--- src/rtl/led_driver2_if.sv ---
// led_driver2_if -- frame request / serial strip bundle for led_driver2.
// Signals: start, rgb[BIN_QTY][24], LEDCounts[BIN_QTY][$clog2(LEDS)] from the requester;
//          dOut, clkOut, done back from the driver.
// master = requester side, slave = led_driver2 side.
interface led_driver2_if #(
   parameter int LEDS    = 50,
   parameter int BIN_QTY = 12
);
   logic                                 start;
   logic [BIN_QTY-1:0][23:0]             rgb;
   logic [BIN_QTY-1:0][$clog2(LEDS)-1:0] LEDCounts;
   logic                                 dOut;
   logic                                 clkOut;
   logic                                 done;

   modport master (
      output start, rgb, LEDCounts,
      input  dOut, clkOut, done
   );

   modport slave (
      input  start, rgb, LEDCounts,
      output dOut, clkOut, done
   );
endinterface

--- src/rtl/led_driver2.sv ---
// led_driver2 -- serial LED strip frame generator: 32 zero bits, LEDS words of {8'hFF,B,G,R}, colours by bin.
// Latency: frame starts the cycle after start is seen in IDLE/DONE; each bit takes 2*FREQ_DIV clk cycles.
// Backpressure: none; start is a level request sampled only between frames, inputs latched at frame start.
// Ports: clk, rst (synchronous, active-high); bus (led_driver2_if.slave) carries start/rgb/LEDCounts in,
//        dOut/clkOut/done out.
// Option: define LEDDRIVER2_END_FRAME_EN to append 32*ceil(LEDS/64) one-bits after the LED words.
module led_driver2 #(
   parameter int LEDS     = 50,
   parameter int FREQ     = 12_500_000,
   parameter int FREQ_DIV = 5,
   parameter int BIN_QTY  = 12
) (
   input  logic         clk,
   input  logic         rst,
   led_driver2_if.slave bus
);

   localparam int CW        = $clog2(LEDS);
   localparam int WCW       = $clog2(LEDS + 1);
   localparam int DW        = (FREQ_DIV > 1) ? $clog2(FREQ_DIV) : 1;
   localparam int SW        = CW + $clog2(BIN_QTY) + 1;
   localparam int END_WORDS = (LEDS + 63) / 64;

   // FREQ is informational only; no timing is derived from it.
   if (FREQ < 1) begin : g_freq_info
   end

   typedef enum logic [2:0] {
      IDLE,
      START_FRAME,
      LED_FRAME,
      END_FRAME,
      DONE
   } state_t;

   state_t state;
   state_t state_nxt;

   // Latched frame configuration
   logic [BIN_QTY-1:0][23:0]   rgb_q;
   logic [BIN_QTY-1:0][CW-1:0] cnt_q;

   // Serial timing counters
   logic [DW-1:0]  div_cnt;   // clk cycles within the current half-period
   logic           phase;     // 0 = clkOut low half, 1 = clkOut high half
   logic [4:0]     bit_idx;   // bit position within the current word
   logic [WCW-1:0] word_cnt;  // word index within the current section
   logic [31:0]    sh;        // outgoing word, MSB on dOut

   logic           in_frame;
   logic           half_end;
   logic           bit_end;
   logic           word_end;
   logic           last_word;
   logic           frame_go;
   logic [WCW-1:0] load_idx;
   logic [31:0]    led_word;
   logic [31:0]    next_word;

   assign in_frame = (state == START_FRAME) || (state == LED_FRAME) || (state == END_FRAME);
   assign half_end = (div_cnt == DW'(FREQ_DIV - 1));
   assign bit_end  = in_frame && phase && half_end;
   assign word_end = bit_end && (bit_idx == 5'd31);
   // DONE accepts a new request directly so continuous refresh shows done for a single cycle.
   assign frame_go = ((state == IDLE) || (state == DONE)) && bus.start;

   // Last word of the section currently being shifted out
   always_comb begin
      last_word = 1'b0;
      case (state)
         START_FRAME: last_word = 1'b1;
         LED_FRAME:   last_word = (word_cnt == WCW'(LEDS - 1));
         END_FRAME:   last_word = (word_cnt == WCW'(END_WORDS - 1));
         default:     last_word = 1'b0;
      endcase
   end

   // ------------------------------------------------------------------
   // FSM: state register
   // ------------------------------------------------------------------
   always_ff @(posedge clk) begin
      if (rst) begin
         state <= IDLE;
      end else begin
         state <= state_nxt;
      end
   end

   // ------------------------------------------------------------------
   // FSM: next state
   // ------------------------------------------------------------------
   always_comb begin
      state_nxt = state;
      case (state)
         IDLE: begin
            if (bus.start) begin
               state_nxt = START_FRAME;
            end
         end
         START_FRAME: begin
            if (word_end) begin
               state_nxt = LED_FRAME;
            end
         end
         LED_FRAME: begin
            if (word_end && last_word) begin
`ifdef LEDDRIVER2_END_FRAME_EN
               state_nxt = END_FRAME;
`else
               state_nxt = DONE;
`endif
            end
         end
         END_FRAME: begin
            if (word_end && last_word) begin
               state_nxt = DONE;
            end
         end
         DONE: begin
            state_nxt = bus.start ? START_FRAME : IDLE;
         end
         default: begin
            state_nxt = IDLE;
         end
      endcase
   end

   // ------------------------------------------------------------------
   // FSM: outputs (decoded from registers only)
   // ------------------------------------------------------------------
   always_comb begin
      bus.done   = (state == IDLE) || (state == DONE);
      bus.clkOut = in_frame && phase;
      bus.dOut   = in_frame && sh[31];
   end

   // ------------------------------------------------------------------
   // Colour lookup for the next LED word. The LED index is compared
   // against running bin totals; a zero-count bin adds nothing to the
   // total and so can never match, which skips it. Indices beyond the
   // sum of all counts fall through to the unlit word, and the frame
   // length is bounded by LEDS, which truncates an oversubscribed sum.
   // ------------------------------------------------------------------
   always_comb begin : p_led_lookup
      logic [SW-1:0] acc;
      logic          hit;
      logic [23:0]   col;
      acc      = '0;
      hit      = 1'b0;
      col      = '0;
      load_idx = (state == LED_FRAME) ? (word_cnt + WCW'(1)) : '0;
      for (int i = 0; i < BIN_QTY; i++) begin
         if (!hit && (SW'(load_idx) < (acc + SW'(cnt_q[i])))) begin
            hit = 1'b1;
            col = rgb_q[i];
         end
         acc = acc + SW'(cnt_q[i]);
      end
      // Strip word layout: 3'b111, 5-bit global brightness (max), B, G, R
      led_word = hit ? {8'hFF, col[7:0], col[15:8], col[23:16]} : 32'hE000_0000;
   end

   // Word loaded into the shifter when the current word finishes
   always_comb begin
      next_word = 32'h0;
      case (state)
         START_FRAME: next_word = led_word;
         LED_FRAME: begin
            if (!last_word) begin
               next_word = led_word;
            end
`ifdef LEDDRIVER2_END_FRAME_EN
            else begin
               next_word = 32'hFFFF_FFFF;
            end
`endif
         end
         END_FRAME: begin
            if (!last_word) begin
               next_word = 32'hFFFF_FFFF;
            end
         end
         default: next_word = 32'h0;
      endcase
   end

   // ------------------------------------------------------------------
   // Datapath: latching, bit timing and shift register.
   // The shifter only advances at the end of a high half, so dOut moves
   // exactly when clkOut drops and is stable across the rising edge.
   // ------------------------------------------------------------------
   always_ff @(posedge clk) begin
      if (rst) begin
         rgb_q    <= '0;
         cnt_q    <= '0;
         div_cnt  <= '0;
         phase    <= 1'b0;
         bit_idx  <= '0;
         word_cnt <= '0;
         sh       <= '0;
      end else if (frame_go) begin
         rgb_q    <= bus.rgb;
         cnt_q    <= bus.LEDCounts;
         div_cnt  <= '0;
         phase    <= 1'b0;
         bit_idx  <= '0;
         word_cnt <= '0;
         sh       <= '0;   // start frame is all zeros
      end else if (in_frame) begin
         if (half_end) begin
            div_cnt <= '0;
            phase   <= ~phase;
            if (phase) begin
               bit_idx <= bit_idx + 5'd1;
               if (bit_idx == 5'd31) begin
                  word_cnt <= last_word ? '0 : (word_cnt + WCW'(1));
                  sh       <= next_word;
               end else begin
                  sh <= {sh[30:0], 1'b0};
               end
            end
         end else begin
            div_cnt <= div_cnt + DW'(1);
         end
      end
   end

endmodule

--- src/flat_wrapper.sv ---
// flat-port wrapper written by rule: the top's interface ports become plain ports
module led_driver2_flat 
#(
   parameter int LEDS     = 50,
   parameter int FREQ     = 12_500_000,
   parameter int FREQ_DIV = 5,
   parameter int BIN_QTY  = 12
)
  (clk, rst, bus_start, bus_rgb, bus_LEDCounts, bus_dOut, bus_clkOut, bus_done);
  led_driver2_if #(.LEDS(LEDS), .BIN_QTY(BIN_QTY)) bus_i ();
  input  logic clk;
  input  logic rst;
  input wire logic [$bits(bus_i.start)-1:0] bus_start;
  input wire logic [$bits(bus_i.rgb)-1:0] bus_rgb;
  input wire logic [$bits(bus_i.LEDCounts)-1:0] bus_LEDCounts;
  output wire logic [$bits(bus_i.dOut)-1:0] bus_dOut;
  output wire logic [$bits(bus_i.clkOut)-1:0] bus_clkOut;
  output wire logic [$bits(bus_i.done)-1:0] bus_done;
  assign bus_i.start = bus_start;
  assign bus_i.rgb = bus_rgb;
  assign bus_i.LEDCounts = bus_LEDCounts;
  assign bus_dOut = bus_i.dOut;
  assign bus_clkOut = bus_i.clkOut;
  assign bus_done = bus_i.done;
  led_driver2 #(.LEDS(LEDS), .FREQ(FREQ), .FREQ_DIV(FREQ_DIV), .BIN_QTY(BIN_QTY)) u_core (.clk(clk), .rst(rst), .bus(bus_i));
endmodule
--- config.mk ---
export PLATFORM = sky130hd
export DESIGN_NAME = led_driver2_flat
export DESIGN_NICKNAME = d
export VERILOG_FILES = /design/src/rtl/led_driver2_if.sv /design/src/rtl/led_driver2.sv /design/src/flat_wrapper.sv
export SDC_FILE = /design/constraint.sdc
export NUM_CORES = 1
export LEC_CHECK = 0
export BUFFER_PORTS_ARGS = -buffer_cell sky130_fd_sc_hd__buf_2
export CAP_MARGIN = 15
export CORE_MARGIN = 3
export CORE_UTILIZATION = 52
export CTS_CLUSTER_DIAMETER = 40
export DETAILED_ROUTE_END_ITERATION = 16
export MAX_ROUTING_LAYER = met4
export PLACE_DENSITY = 0.78
export SLEW_MARGIN = 40
export SYNTH_ARGS = -nofsm -noshare
export SYNTH_HDL_FRONTEND = slang
export SYNTH_SLANG_ARGS = --single-unit
--- constraint.sdc ---
create_clock -name clk -period 9.7 [get_ports clk]
set_input_delay 1.94 -clock clk [delete_from_list [all_inputs] [get_ports clk]]
set_output_delay 1.94 -clock clk [all_outputs]
set_load 0.05 [all_outputs]
# Yosys cells after proc, flatten, opt, wreduce, memory -nomap -nowiden
# Index checks and enable logic that the tools add are counted.
# op_classes
order_cmp	12
eq_ne	10
n_addsub	14
reduce_logical	39
bitwise	1
mux	38
# ops
op	n
two-way mux 24 bit	12
less-than comparator 6 x 11 -> 1 bit	11
adder 11 x 6 -> 11 bit	10
two-way mux 32 bit	3
case mux 32 bit (3 select lines)	1
two-way mux 29 bit	1
logical AND 1 bit	17
two-way mux 1 bit	13
two-way mux 3 bit	4
two-way mux 6 bit	2
case mux 3 bit (4 select lines)	1
logical NOT 1 bit	11
adder 6 x 6 -> 7 bit	1
adder 6 x 1 -> 6 bit (second input constant)	1
equality test 3 x 2 -> 1 bit (second input constant)	2
equality test 3 bit (second input constant)	2
equality test 6 bit (second input constant)	1
logical NOT 6 bit	1
less-than comparator 6 bit	1
AND reduction 3 bit	2
adder 5 x 1 -> 5 bit (second input constant)	1
equality test 5 bit (second input constant)	1
inequality test 2 x 1 -> 1 bit (second input constant)	2
AND reduction 4 bit	1
other kinds (9)	12
# totals
output_inout_bits	3
input_bits	363
elab_cells	144
register_bits	410

# Longest topological paths before layout
# logic_depth
ltp_word	41
mapped_depth	46
mapped_depth_nobuf	44

# Worst setup path after synthesis
# No wires, ideal clock.
# synth_timing
kind	reg-to-reg
start	register u_core.cnt_q[0] in the netlist's numbering
end	register u_core.sh[10]
required_time_ns	9.642
n_path_buf	2
arrival_time_ns	9.149
setup_time_ns	0.058
period_less_slack_ns	9.207
stages_incl_launch_ff	43
path_slack_ns	0.493
cell_sequence	dfxtp_1 -> ha_1 -> fa_1 -> inv_1 -> fa_1 -> fa_1 -> fa_1 -> inv_1 -> ha_1 -> a21oi_1 -> inv_1 -> a21oi_1 -> xnor2_1 -> ha_1 -> and2_1 -> a22o_1 -> o21a_1 -> nor2_1 -> [... 7 more ...] -> ha_1 -> xnor2_1 -> ha_1 -> xnor2_1 -> ha_1 -> inv_1 -> xnor2_1 -> ha_1 -> a21oi_1 -> nor4b_1 -> a21boi_0 -> a211oi_2 -> nor4b_2 -> nand2b_1 -> buf_6 -> nor4b_4 -> buf_6 -> a211o_1
# synth_via
elab_chain_cells	39
word_cells_on_any_way	73
cone_classes	11 x add/sub; 12 x order compare; 28 x mux; 22 x reduce/logical
# synth_rtl
item	line_no	source
start: declaration	led_driver2.sv:41	logic [BIN_QTY-1:0][CW-1:0] cnt_q;
start signal: assignment	led_driver2.sv:203	cnt_q <= bus.LEDCounts;
branches (longest 35 deep; another with adder 11 x 6 -> 11 bit)	-	
two-way mux 29 bit (*)	led_driver2.sv:160	led_word = hit ? {8'hFF, col[7:0], col[15:8], col[23:16]} : 32'hE000_0000;
two-way mux 32 bit	led_driver2.sv:169	if (!last_word) begin
case mux 32 bit (3 select lines) (*)	led_driver2.sv:166	case (state)
two-way mux 32 bit (*)	led_driver2.sv:215	if (bit_idx == 5'd31) begin
end signal: assignment	led_driver2.sv:217	sh <= next_word;
end signal: assignment	led_driver2.sv:219	sh <= {sh[30:0], 1'b0};
end: declaration	led_driver2.sv:48	logic [31:0] sh;
# Every way passes the cells marked *.
# A chain may end at the register's enable or synchronous reset.

# Final worst setup path
# layout_timing
start	register u_core.cnt_q[0] in the netlist's numbering
end	register u_core.sh[17]
# The elaborated chain is that of the path after synthesis.

==> results.md <==
- Total power: 7040 µW
- Final-report setup violation count: 3
- XOR/XNOR Fraction of Synth Area: 3.22%
- Ranking of synthesized cells by area: dfxtp_1 (37%), nand2_1 (14%), a21oi_1 (11%)
- DRC viols: 0
- Share of layout cells above drive strength 1: 21.7%
- Yosys warns: 0
- Via/cell ratio: 5.89
- P per Cell Area: 256 mW/mm²
- Chip Width: 211 µm
- CP required: 10220 ps
- Clock buffer depth: 3
- Antenna viol nets, final: 0
- Syn Area/Cell: 7.61 µm²
- Clk pin slew, worst setup/hold paths: 60 ps
- Largest family of logic cells by synthesized area: compound AO/OA/AOI/OAI gates
- Worst Path Arrival: 10240 ps
- Vias post-DR: 22400
- Worst r2r path cells: 35
- H-tree levels: 2
- Clk Latency, worst-skew pair: 640 ps
- FFs w/ async S/R, synth: 0%
- Num CTS Buffers: 58
- CP endpoint kind: flip-flop
- PortBufs: 365
- CTS root buf: clkbuf_16
- Total iterations of the first detailed-routing run: 8
- CP dominant cell by count: fa_2
- First-pass GRT wire length: 110000 µm
- Synthesized cell area: 0.0220 mm²
- CP peak stage delay: 600 ps
- Register share of total power: 26.2%
- Compound-Gate Fraction of Synth Area: 23.6%
- Status: finished with violations
- Leakage: 0.0117 µW
- Synth top cells by count: nand2_1 (819), a21oi_1 (477), dfxtp_1 (410), clkbuf_1 (166), ha_1 (134)
- CORE AREA: 0.0413 mm²
- Multi-input gate area: 0.0135 mm²
- Syn-to-layout area delta: 25.0%
- Rel. slew slack: 40.5%
- Fmax: 103 MHz
- Worst setup SP type: flip-flop
- Post-layout worst setup margin: -20.3 ps
- Number of synthesized flops with an enable pin: 0
- Kind of critical path: reg2reg
- Sw Share: 36.6%
- Initial antenna violation count: 5
- Top-count cell post-synth: nand2_1
- Detailed-route wire length: 73100 µm
- Min-Delay Path Class: reg2reg
- Maximum vdd drop: 205 µV
- Final period utilization: 100%
- Layout Skew: 44.4 ps
- Maximum fanout along the worst path: 3
- Post-Synth Adder-Cell Area: 8.64%
- Clock Power Share: 30.0%
- CTS tree: done
- Post-Synth Simple-Gate Area: 22.0%
- Nets: 3730
- Die ar.: 0.0447 mm²
- Flops & latches, synth: 410
- Max Cap Violations: 0
- Die Y: 211 µm
- Post-Syn Nets: 3392
- Area leader, netlist: dfxtp_1
- Least-Margin Pin Slew: 870 ps
- Post-synth top flop: dfxtp_1
- Syn Inst Count: 2884
- Final TNS setup: -38.3 ps
- Sequential share of the synthesized area: 37.4%
- RSZ-0062 raised after global routing: yes
- Net switching power: 2580 µW
- Overall routing resource usage: 31.3%
- Yosys top cell area share: 37.4%
- Distinct cell type count after synthesis: 84
- Slowest CP cell: fa_2
- # fillers: 3498
- Internal: 4460 µW
- Register Area: 0.00821 mm²
- Hold Violations, Final: 0
- Starting Density: 53.2%
- GRT overflow: 0
- Min Tclk post-route: 9720 ps
- Avg WL per Cell: 19.2 µm
- Max Slew Vio Count: 0
- Num ports: 366
- Logic pwr share: 43.8%
- RD Place Congestion: 0.938
- Failing checks: setup timing
- FP Rows: 74
- CTS Sinks: 410
- DR iter-0 viols: 2024
- Vias in the first global route: 21300
- Mux contribution to synthesized area: 0.342%
- Worst hold path stage count: 2
- DP HPWL: 51700 µm
- Largest net degree at the start of global routing: 144
sequential cells by signal, summed over array words and instances (netlist names):
| signal | flops |
|---|---|
| u_core.bit_idx | 5 |
| u_core.cnt_q | 72 |
| u_core.div_cnt | 3 |
| u_core.phase | 1 |
| u_core.rgb_q | 288 |
| u_core.sh | 32 |
| u_core.state | 3 |
| u_core.word_cnt | 6 |
metrics by stage:
stage	std cells	util [%]	hold slack, ps	area (µm²)	worst slack, ps
2_1_floorplan	2884	-	426	22000	493
3_3_place_gp	3671	59.0	440	24400	-232
3_5_place_dp	3676	59.3	446	24500	-343
4_1_cts	3784	64.3	454	26600	10.6
6_report	3804	66.4	454	27400	-20.3
5_1_grt	3804	66.4	468	27400	-291
timing repair:
action                                  4_1_cts  5_1_grt
buffers inserted                              3       15
pin swaps                                    11       60
gates resized for setup                      20      125
endpoints found under the setup margin       29       29
hold buffers                                  0        0
per-layer routing:
layer | vias to the layer above | GRT usage (%) | wire length [µm]
met4 | 0 | 13.0 | 3190
met1 | 10600 | 39.1 | 29900
met5 | - | - | 0
met2 | 917 | 51.2 | 34900
li1 | 10600 | - | -
met3 | 194 | 4.40 | 5030
cells in the final DEF (no fill, tap or decap), types with 8 or more instances in the layout:
| master | netlist | layout |
|---|---|---|
| a31oi_1 | 15 | 14 |
| a221oi_1 | 26 | 25 |
| a22oi_1 | 25 | 25 |
| inv_1 | 102 | 98 |
| clkbuf_16 | 0 | 58 |
| ha_4 | 0 | 16 |
| nor2b_1 | 25 | 21 |
| xnor2_2 | 1 | 20 |
| and2_1 | 11 | 10 |
| nand3_1 | 28 | 27 |
| a21oi_2 | 2 | 16 |
| o21a_1 | 24 | 24 |
| a21oi_1 | 477 | 456 |
| a211oi_1 | 16 | 12 |
| o31a_1 | 8 | 8 |
| nor3b_1 | 13 | 13 |
| a221o_1 | 44 | 44 |
| a21o_1 | 31 | 31 |
| o21bai_1 | 13 | 11 |
| a2111oi_0 | 12 | 10 |
| buf_4 | 1 | 76 |
| ha_1 | 134 | 116 |
| dfxtp_1 | 410 | 408 |
| xnor2_1 | 47 | 26 |
| o21ai_1 | 5 | 8 |
| clkbuf_8 | 0 | 11 |
| nand2_1 | 819 | 817 |
| clkinvlp_4 | 0 | 8 |
| buf_2 | 2 | 364 |
| xor2_1 | 13 | 8 |
| or3_1 | 14 | 11 |
| clkbuf_1 | 166 | 9 |
| nor2_1 | 110 | 102 |
| nor3_1 | 30 | 28 |
| nand2b_1 | 16 | 15 |
| a211o_1 | 17 | 17 |
| o21ai_0 | 67 | 64 |
| a21boi_0 | 11 | 8 |
| and3_1 | 33 | 32 |
kinds of logic after synthesis:
kind of cell,after synthesis
DFF,410
muxes,7
xor gates and xnor gates,67
and+or+nand+nor,1139
buffers and inverters,278
adders and majority gates,145
AOI/OAI and AO/OA,838
final timing paths:
kind,startpoint,to,slack (ps)
setup / recovery,u_core.cnt_q[0]$_SDFFE_PP0P_,u_core.sh[17]$_SDFFE_PP0P_,-20
hold / removal,u_core.rgb_q[31]$_SDFFE_PP0P_,u_core.rgb_q[31]$_SDFFE_PP0P_,450
setup reg to reg,u_core.cnt_q[0]$_SDFFE_PP0P_,u_core.sh[17]$_SDFFE_PP0P_,-20
hold reg to reg,u_core.rgb_q[31]$_SDFFE_PP0P_,u_core.rgb_q[31]$_SDFFE_PP0P_,450
power by group through the flow:
stage	clock [µW]	sequential, µW	combinational, µW
floorplan	0	1850	1640
global placement	0	1870	2150
detailed placement	0	1870	2250
CTS	2130	1840	2350
global route	2210	1850	3360
finish	2110	1840	3080
worst max-delay path: cells and delay by family (launching register included):
family | cells | cell delay (ps)
xor+xnor | 3 | 510
fa+ha+maj | 13 | 5470
buf+inv | 4 | 420
compound gates | 9 | 1820
simple gates | 6 | 1030
flops | 1 | 330
cell type report:
cell class | count | share of cell area, %
Antenna cell | 5 | 0.0456
Clock buffer | 78 | 5.96
Clock inverter | 27 | 1.20
Inverter | 102 | 1.40
Multi-Input combinational cell | 2196 | 49.4
Sequential cell | 410 | 29.9
Tap cell | 532 | 2.43
Timing Repair Buffer | 454 | 9.68
No activity file was read; power rests on OpenSTA's default activity.
